===== config.mk =====
export PLATFORM = sky130hd
export DESIGN_NAME = inst_fetcher
export DESIGN_NICKNAME = d
export VERILOG_FILES = /design/src/rtl/inst_fetcher_pkg.sv /design/src/rtl/inst_fetcher_perf_counter.sv /design/src/rtl/inst_fetcher.sv
export SDC_FILE = /design/constraint.sdc
export NUM_CORES = 1
export LEC_CHECK = 0
export CORE_MARGIN = 2
export CORE_UTILIZATION = 38
export DETAILED_ROUTE_END_ITERATION = 8
export DONT_BUFFER_PORTS = 1
export PLACE_DENSITY_LB_ADDON = 0.12
export SLEW_MARGIN = 20
export SYNTH_ARGS = -nofsm -noshare
export SYNTH_HDL_FRONTEND = slang
export SYNTH_SLANG_ARGS = --single-unit

===== constraint.sdc =====
create_clock -name clk_in -period 2.2 [get_ports clk_in]
set_input_delay 0.44 -clock clk_in [delete_from_list [all_inputs] [get_ports clk_in]]
set_output_delay 0.44 -clock clk_in [all_outputs]
set_load 0.005 [all_outputs]

===== src/rtl/inst_fetcher_pkg.sv =====
`default_nettype none
// +----------------------------------------------------------------------------+
// | Module      : inst_fetcher_pkg                                             |
// | Description : Shared fetch-stage definitions: FSM state encoding, default  |
// |               datapath width and reset PC, and RV32I opcode constants      |
// |               that the decoder also relies on.                             |
// | Revision    : 1.0 - initial release                                        |
// +----------------------------------------------------------------------------+
package inst_fetcher_pkg;

  localparam int              DEF_XLEN     = 32;
  localparam logic [31:0]     DEF_RESET_PC = 32'h0000_0000;

  // Fetch FSM states
  typedef enum logic [2:0] {
    IDLE  = 3'd0,
    FETCH = 3'd1,
    ISSUE = 3'd2,
    STALL = 3'd3,
    DRAIN = 3'd4
  } if_state_e;

  // Major opcodes the decoder inspects to compute next PC / stall
  localparam logic [6:0] OPBRANCH = 7'b1100011;
  localparam logic [6:0] OPJAL    = 7'b1101111;
  localparam logic [6:0] OPJALR   = 7'b1100111;
  localparam logic [6:0] OPAUIPC  = 7'b0010111;

  function automatic logic [6:0] opcode_of(input logic [31:0] inst);
    return inst[6:0];
  endfunction

endpackage
`default_nettype wire


===== src/rtl/inst_fetcher_perf_counter.sv =====
`default_nettype none
// +----------------------------------------------------------------------------+
// | Module      : if_perf_counter                                              |
// | Description : Saturating event counter used for fetch statistics.          |
// |   clk_i   - clock                                                          |
// |   rst_i   - synchronous active-high reset, clears the count                |
// |   en_i    - global enable; count frozen when low                           |
// |   inc_i   - event strobe                                                   |
// |   count_o - current count, sticks at all-ones                              |
// | Revision    : 1.0 - initial release                                        |
// +----------------------------------------------------------------------------+
module if_perf_counter #(
  parameter int WIDTH = 32
) (
  input  logic             clk_i,
  input  logic             rst_i,
  input  logic             en_i,
  input  logic             inc_i,
  output logic [WIDTH-1:0] count_o
);

  logic [WIDTH-1:0] count_q;
  logic [WIDTH-1:0] count_d;

  always_comb begin
    count_d = count_q;
    if (en_i && inc_i && (count_q != {WIDTH{1'b1}})) begin
      count_d = count_q + {{(WIDTH-1){1'b0}}, 1'b1};
    end
  end

  always_ff @(posedge clk_i) begin
    if (rst_i) begin
      count_q <= '0;
    end else begin
      count_q <= count_d;
    end
  end

  assign count_o = count_q;

endmodule
`default_nettype wire


===== src/rtl/inst_fetcher.sv =====
`default_nettype none
// +----------------------------------------------------------------------------+
// | Module      : inst_fetcher                                                 |
// | Description : Front-end PC owner. Issues one word fetch at a time to the   |
// |               I-cache, presents the returned word and its PC to the        |
// |               decoder / instruction queue, follows the decoder's next-PC,  |
// |               parks on JALR stalls and honours ROB redirects, squashing an |
// |               in-flight cache response when needed.                        |
// | Ports       : clk_in/rst_in/rdy_in - clock, sync reset, global freeze      |
// |               _icache_req/_icache_addr - level-held fetch request          |
// |               _icache_valid/_icache_data - one-cycle response              |
// |               _inst_out/_inst_addr_out/_inst_ready_out - decoder push      |
// |               _clear_out - flush to decoder (mirrors _br_rob)              |
// |               _next_pc_in/_stall_in - decoder next-PC and JALR stall       |
// |               _br_rob - ROB redirect, _iq_full - queue backpressure        |
// | Option      : IF_PERF_CNT_EN adds _perf_fetched / _perf_squashed counters  |
// | Revision    : 1.0 - initial release                                        |
// +----------------------------------------------------------------------------+
module inst_fetcher
  import inst_fetcher_pkg::*;
#(
  parameter int              XLEN     = DEF_XLEN,
  parameter logic [XLEN-1:0] RESET_PC = DEF_RESET_PC
) (
  input  logic            clk_in,
  input  logic            rst_in,
  input  logic            rdy_in,
  output logic            _icache_req,
  output logic [XLEN-1:0] _icache_addr,
  input  logic            _icache_valid,
  input  logic [XLEN-1:0] _icache_data,
  output logic [XLEN-1:0] _inst_out,
  output logic [XLEN-1:0] _inst_addr_out,
  output logic            _inst_ready_out,
  output logic            _clear_out,
  input  logic [XLEN-1:0] _next_pc_in,
  input  logic            _stall_in,
  input  logic            _br_rob,
  input  logic            _iq_full
`ifdef IF_PERF_CNT_EN
  ,
  output logic [31:0]     _perf_fetched,
  output logic [31:0]     _perf_squashed
`endif
);

  if_state_e       state_q, state_d;
  logic [XLEN-1:0] pc_q,    pc_d;
  logic            req_q,   req_d;
  logic [XLEN-1:0] addr_q,  addr_d;
  logic [XLEN-1:0] inst_q,  inst_d;
  logic [XLEN-1:0] iaddr_q, iaddr_d;

  always_comb begin
    state_d = state_q;
    pc_d    = pc_q;
    req_d   = req_q;
    addr_d  = addr_q;
    inst_d  = inst_q;
    iaddr_d = iaddr_q;

    unique case (state_q)
      IDLE: begin
        if (_br_rob) begin
          pc_d = _next_pc_in;
        end else if (!_iq_full) begin
          req_d   = 1'b1;
          addr_d  = pc_q;
          state_d = FETCH;
        end
      end

      FETCH: begin
        if (_br_rob) begin
          pc_d  = _next_pc_in;
          req_d = 1'b0;
          // A response arriving with the redirect is simply dropped; otherwise
          // the cache still owes us one word that must be swallowed.
          state_d = _icache_valid ? IDLE : DRAIN;
        end else if (_icache_valid) begin
          inst_d  = _icache_data;
          iaddr_d = pc_q;
          req_d   = 1'b0;
          state_d = ISSUE;
        end
      end

      ISSUE: begin
        // With _br_rob the input already carries the ROB target.
        pc_d    = _next_pc_in;
        state_d = (!_br_rob && _stall_in) ? STALL : IDLE;
      end

      STALL: begin
        if (_br_rob) begin
          pc_d    = _next_pc_in;
          state_d = IDLE;
        end
      end

      DRAIN: begin
        if (_br_rob) begin
          pc_d = _next_pc_in;
        end
        // The owed response always ends the drain; waiting past it would
        // deadlock because the cache never sends a second one.
        if (_icache_valid) begin
          state_d = IDLE;
        end
      end

      default: state_d = IDLE;
    endcase
  end

  always_ff @(posedge clk_in) begin
    if (rst_in) begin
      state_q <= IDLE;
      pc_q    <= RESET_PC;
      req_q   <= 1'b0;
      addr_q  <= RESET_PC;
      inst_q  <= '0;
      iaddr_q <= '0;
    end else if (rdy_in) begin
      state_q <= state_d;
      pc_q    <= pc_d;
      req_q   <= req_d;
      addr_q  <= addr_d;
      inst_q  <= inst_d;
      iaddr_q <= iaddr_d;
    end
  end

  assign _icache_req    = req_q;
  assign _icache_addr   = addr_q;
  assign _inst_out      = inst_q;
  assign _inst_addr_out = iaddr_q;
  assign _inst_ready_out = (state_q == ISSUE) && !_br_rob;
  assign _clear_out     = _br_rob;

`ifdef IF_PERF_CNT_EN
  logic w_squash_evt;

  assign w_squash_evt = _icache_valid &&
                        ((state_q == DRAIN) || ((state_q == FETCH) && _br_rob));

  if_perf_counter #(.WIDTH(32)) u_cnt_fetched (
    .clk_i   (clk_in),
    .rst_i   (rst_in),
    .en_i    (rdy_in),
    .inc_i   (_inst_ready_out),
    .count_o (_perf_fetched)
  );

  if_perf_counter #(.WIDTH(32)) u_cnt_squashed (
    .clk_i   (clk_in),
    .rst_i   (rst_in),
    .en_i    (rdy_in),
    .inc_i   (w_squash_evt),
    .count_o (_perf_squashed)
  );
`endif

endmodule
`default_nettype wire

**After elaboration in Yosys (flattened, before gate mapping)**

Index checks and enable logic that the tools add are counted.

- Divide/modulo/power cells: 0
- Add/subtract/negate cells: 0
- Equality and inequality tests: 10
- Bitwise operators: 2
- Shifts and indexed selects: 0
- Multiply operators: 0
- Order comparisons: 0
- Muxes and demuxes: 16
- Reduce and logical (&&, ||, !) cells: 12

Operator list:

| kind | count |
|---|---|
| 32-bit one-hot mux with 2 select lines | 1 |
| 32-bit 2-to-1 mux | 1 |
| 3-bit 2-to-1 mux | 7 |
| 3-bit one-hot mux with 5 select lines | 1 |
| 2-bit != test, second input constant | 4 |
| 4-bit AND reduction | 2 |
| 3-bit by 2-bit == test with 1-bit output, second input constant | 2 |
| 6-bit AND reduction | 1 |
| 5-bit AND reduction | 1 |
| 1-bit 2-to-1 mux | 4 |
| 2-bit nonzero test | 2 |
| 4-bit OR reduction | 1 |
| 3-bit by 1-bit == test with 1-bit output, second input constant | 1 |
| 3-bit == test, second input constant | 1 |
| 3-bit zero test | 1 |
| 3-bit != test, second input constant | 1 |
| 3-bit AND reduction | 1 |
| 1-bit logical AND | 2 |
| 2-bit 2-to-1 mux | 1 |
| 2-bit by 1-bit != test with 1-bit output, second input constant | 1 |
| 1-bit inverter | 2 |
| 1-bit one-hot mux with 2 select lines | 1 |
| 1-bit zero test | 1 |

- Logic and storage cells: 46
- Bits of input ports: 71
- Flip-flop bits (word level): 132
- Memories kept: 0
- Bits in read-only memories: 0
- Latch bits: 0
- Bits in writable memories: 0

**Logic depth before layout (Yosys ltp)**

- Depth in word-level cells: 4
- Depth in mapped cells: 7
- Mapped depth without buffers: 4

**Worst setup path before layout**

Ideal clock, no wire load.

- Path kind: input -> register
- Start: input _br_rob
- End: register state_q[0]
- Library setup time: 0.123 ns
- Arrival time: 1.540 ns
- Buffers on the path: 1
- Stages on the path: 4
- Path slack: 0.537 ns
- Path through: buf_2 -> or4b_1 -> nor2b_4 -> mux2_1

- Longest elaborated chain between the ends: 4

Ends and longest elaborated chain:

| item | line | text |
|---|---|---|
| start: declaration | inst_fetcher.sv:38 | `input logic _br_rob,` |
| 1-bit zero test | inst_fetcher.sv:91 | `state_d = (!_br_rob && _stall_in) ? STALL : IDLE;` |
| 1-bit logical AND | inst_fetcher.sv:91 |  |
| 2-bit 2-to-1 mux | inst_fetcher.sv:91 |  |
| 3-bit one-hot mux with 5 select lines | inst_fetcher.sv:62 | `unique case (state_q)` |
| end signal: assignment | inst_fetcher.sv:125 | `state_q <= state_d;` |
| end: declaration | inst_fetcher.sv:47 | `if_state_e state_q, state_d;` |

Parallel ways exist; a longest one is shown, timed or not.
A chain may end at the register's enable or synchronous reset.

**Worst setup path in the final report**

- Start: register state_q[2]
- End: output _inst_ready_out

- Longest elaborated chain between the ends: 2

Ends and longest elaborated chain:

| item | line | text |
|---|---|---|
| 3-bit by 2-bit == test with 1-bit output | inst_fetcher.sv:138 | `assign _inst_ready_out = (state_q == ISSUE) && !_br_rob;` |
| 1-bit logical AND | inst_fetcher.sv:138 |  |
| end: declaration | inst_fetcher.sv:34 | `output logic _inst_ready_out,` |

Every way passes these cells.

==> run metrics <==
via count=3876; Die Wd=between 100 and 150 µm; adder-cell share of the synthesized area=0%; hold endpoint=_inst_addr_out[11]$_SDFFE_PP0P_; Hold Crit Start=rst_in; maximum vdd drop=about 0.46 mV; P_leak=a little under 2 nW; Synth Area per Inst=8.38 µm²; Gate power share=between 4 and 5%; RR Endpoint=state_q[0]$_SDFFE_PP0P_; Top FF cell, synth=dfxtp_1; TritonCTS buffer count=17; ANT nets after route=0; Setup WS post-layout=between 0.4 and 0.5 ns; Yosys reg bits=about 130; top-count cell post-synth=nand2_1; critical path class=reg -> out; hold buffers post-CTS=0; post-layout util=~43%; CP Launch Type=register; final wirelength=12.2 mm; Post-Syn Instances=604; Gates resized, CTS repair=0; largest net degree at the start of global routing=around 170; CP peak stage delay=~0.40 ns; max_cap viols=0; sequential share of power=46.5%; family with the most delay on the worst path=simple AND/OR/NAND/NOR gates; Internal Dissipation=4.22 mW; Total GRT Usage=around 17%; Yosys top cell area share=between 50% and 60%; Final Hold Viols=0; Synth Area in Compound Gates=10.7%; DR DRC count=0; distinct cell type count after synthesis=29; Tmin final=around 1.8 ns; WL/cell=around 16 µm; WHS Path Cells=1; row count=between 40 and 50; hpwl dp=about 7.8 mm; Arr. time, crit path=~1.3 ns; # IOs=170; vias in the first global route=about 3700; Hold Crit Class=in -> reg; CP Cell Sequence=nor2_1 -> and3_1; worst skew pair latency=~0.42 ns; NetSw=between 1 and 1.5 mW; Sw Share=about 22%; Clock Power Share=around half; Worst-Margin Slew=about 0.44 ns; share of the yosys chip area belonging to registers=52.2%; share of layout cells above drive strength 1=under 10%; post-CTS setup buffer count=0; fmax=between 0.5 and 0.6 GHz; Area Overhead vs Synth=12.6%; RSZ-0062 raised after global routing=no; die area=roughly 14000 µm²; endpoint class of the critical path=primary output; Synth Warn #=0; post-synthesis mux area share=between 6 and 7%; initial core utilization=approximately two fifths; pwr/cell area=roughly 950 nW/µm²; area leader, netlist=dfxtp_1; nets@finish=roughly 660; simple-gate portion of the synthesized area=~26%; CTS Sinks=around 130; fin crit share=between 80 and 90%; CTS Buffer Depth=2; Post-synth top cells=nand2_1, dfxtp_1, a21oi_1; Critical path buffers and inverters=0; critical path fanouts, max=11; Area contributors post-synth=dfxtp_1, nand2_1, a21oi_1; Iteration-0 DRC Markers=about 160; Layout Skew=about 0.006 ns; first-pass GRT wire length=19.1 mm; Clk pin slew, worst setup/hold paths=about 0.06 ns; pre-CTS WS=roughly 0.52 ns; total power=roughly 5.4 mW; Reg2Reg Depth=4; routed vias/inst=about 5.0; CP required=about 1.8 ns; Core Box Area=13100 µm²; port buffer count=0; synthesized net count=675; status=finished clean; level count of the clock H-tree=4; antenna cells=0; r2r setup slk=roughly 0.50 ns; root buffer cell=clkbuf_16; Post-synth EDFFs=0; Post-Synthesis Cell Area=5060 µm²; Pre-antenna DRT Iters=4; ys async rst share=0%; Die H=~120 µm; largest family of logic cells by synthesized area=simple AND/OR/NAND/NOR gates; routability cong.=approximately 0.74; Slew Limit Fails=0; setup TNS=0 ns; Slew headroom=a little over two thirds; XOR/XNOR Fraction of Synth Area=0%; CP max stage cell=dfxtp_1; CTS tree=yes; FF-to-FF Start=state_q[1]$_SDFFE_PP0P_; initial antenna violation count=0; Crit. Startpoint=state_q[2]$_SDFFE_PP0P_; total congestion overflow=0; final setup violation count=0
==> stage by stage <==
step	hold slack (ns)	std cells	instance area, µm²
floorplan	0.446	604	5060
CTS	0.0680	773	5700
detailed placement	0.457	741	5140
global route	0.0657	773	5700
finish	0.0887	773	5700
global placement	0.451	741	5140
==> power by group through the flow <==
stage | combinational [mW] | clock [mW] | sequential [mW]
after floorplan | 0.275 | 0 | 2.55
after global placement | 0.264 | 0 | 2.58
after detailed placement | 0.271 | 0 | 2.58
after CTS | 0.272 | 2.71 | 2.53
after global routing | 0.298 | 2.79 | 2.54
final | 0.266 | 2.64 | 2.53
==> metal layers <==
layer | track usage, % | up-vias | wire [µm]
li1 | - | 1916 | -
met1 | 19.3 | 1800 | 5120
met2 | 27.6 | 140 | 5600
met3 | 8.14 | 20 | 1270
met4 | 7.94 | 0 | 231
met5 | 0 | - | 0
==> worst max-delay path by stage <==
| stage | end | slack [ns] | cells past startpoint |
|---|---|---|---|
| after floorplan | state_q[0]$_SDFFE_PP0P_ | 0.54 | 4 |
| after global placement | state_q[0]$_SDFFE_PP0P_ | 0.56 | 4 |
| after detailed placement | state_q[0]$_SDFFE_PP0P_ | 0.52 | 4 |
| after CTS | _inst_ready_out | 0.40 | 2 |
| after global routing | _inst_ready_out | 0.33 | 2 |
| final | _inst_ready_out | 0.42 | 2 |
==> final cells by class <==
cell class,count,area [µm²]
fill,1311,7440
sequential,132,2640
multi-input combinational,423,2200
clock buffer,23,478
tap,176,220
timing repair buffer,9,80.1
clock inverter,9,78.8
inverter,1,3.75
==> worst register-to-register path, delay by kind of cell (launching register included) <==
| kind | cells | cell delay, ns |
|---|---|---|
| simple gates | 3 | 0.76 |
| flops | 1 | 0.52 |
| mux | 1 | 0.31 |
==> kinds of logic (layout without fill, tap and decap cells) <==
family / Yosys count / count (layout)
mux: 34 / 34
flops: 132 / 132
compound gates: 104 / 104
simple gates: 285 / 285
buf+inv: 49 / 42
==> flip-flops by register name, summed over array words and instances, names as in the netlist <==
name / flops
_icache_req: 1
_inst_addr_out: 32
state_q: 3
_icache_addr: 32
pc_q: 32
_inst_out: 32
==> cell usage in the layout (no fill, tap or decap), drive strengths merged <==
| cell | n |
|---|---|
| nand4 | 1 |
| o311ai | 1 |
| nor2 | 6 |
| inv | 1 |
| nor3 | 4 |
| mux2i | 33 |
| a2111oi | 2 |
| dfxtp | 132 |
| mux2 | 1 |
| buf | 9 |
| nand4b | 1 |
| bufinv | 1 |
| a31oi | 1 |
| or2 | 1 |
| a21oi | 97 |
| clkinvlp | 2 |
| clkbuf | 23 |
| and3 | 1 |
| o21a | 1 |
| nand2 | 193 |
| and4 | 1 |
| and3b | 1 |
| clkinv | 6 |
| or4b | 2 |
| o21ai | 2 |
| nor2b | 5 |
| and4b | 1 |
| nand2b | 68 |
Note: power is estimated with default switching activity, not from simulation.
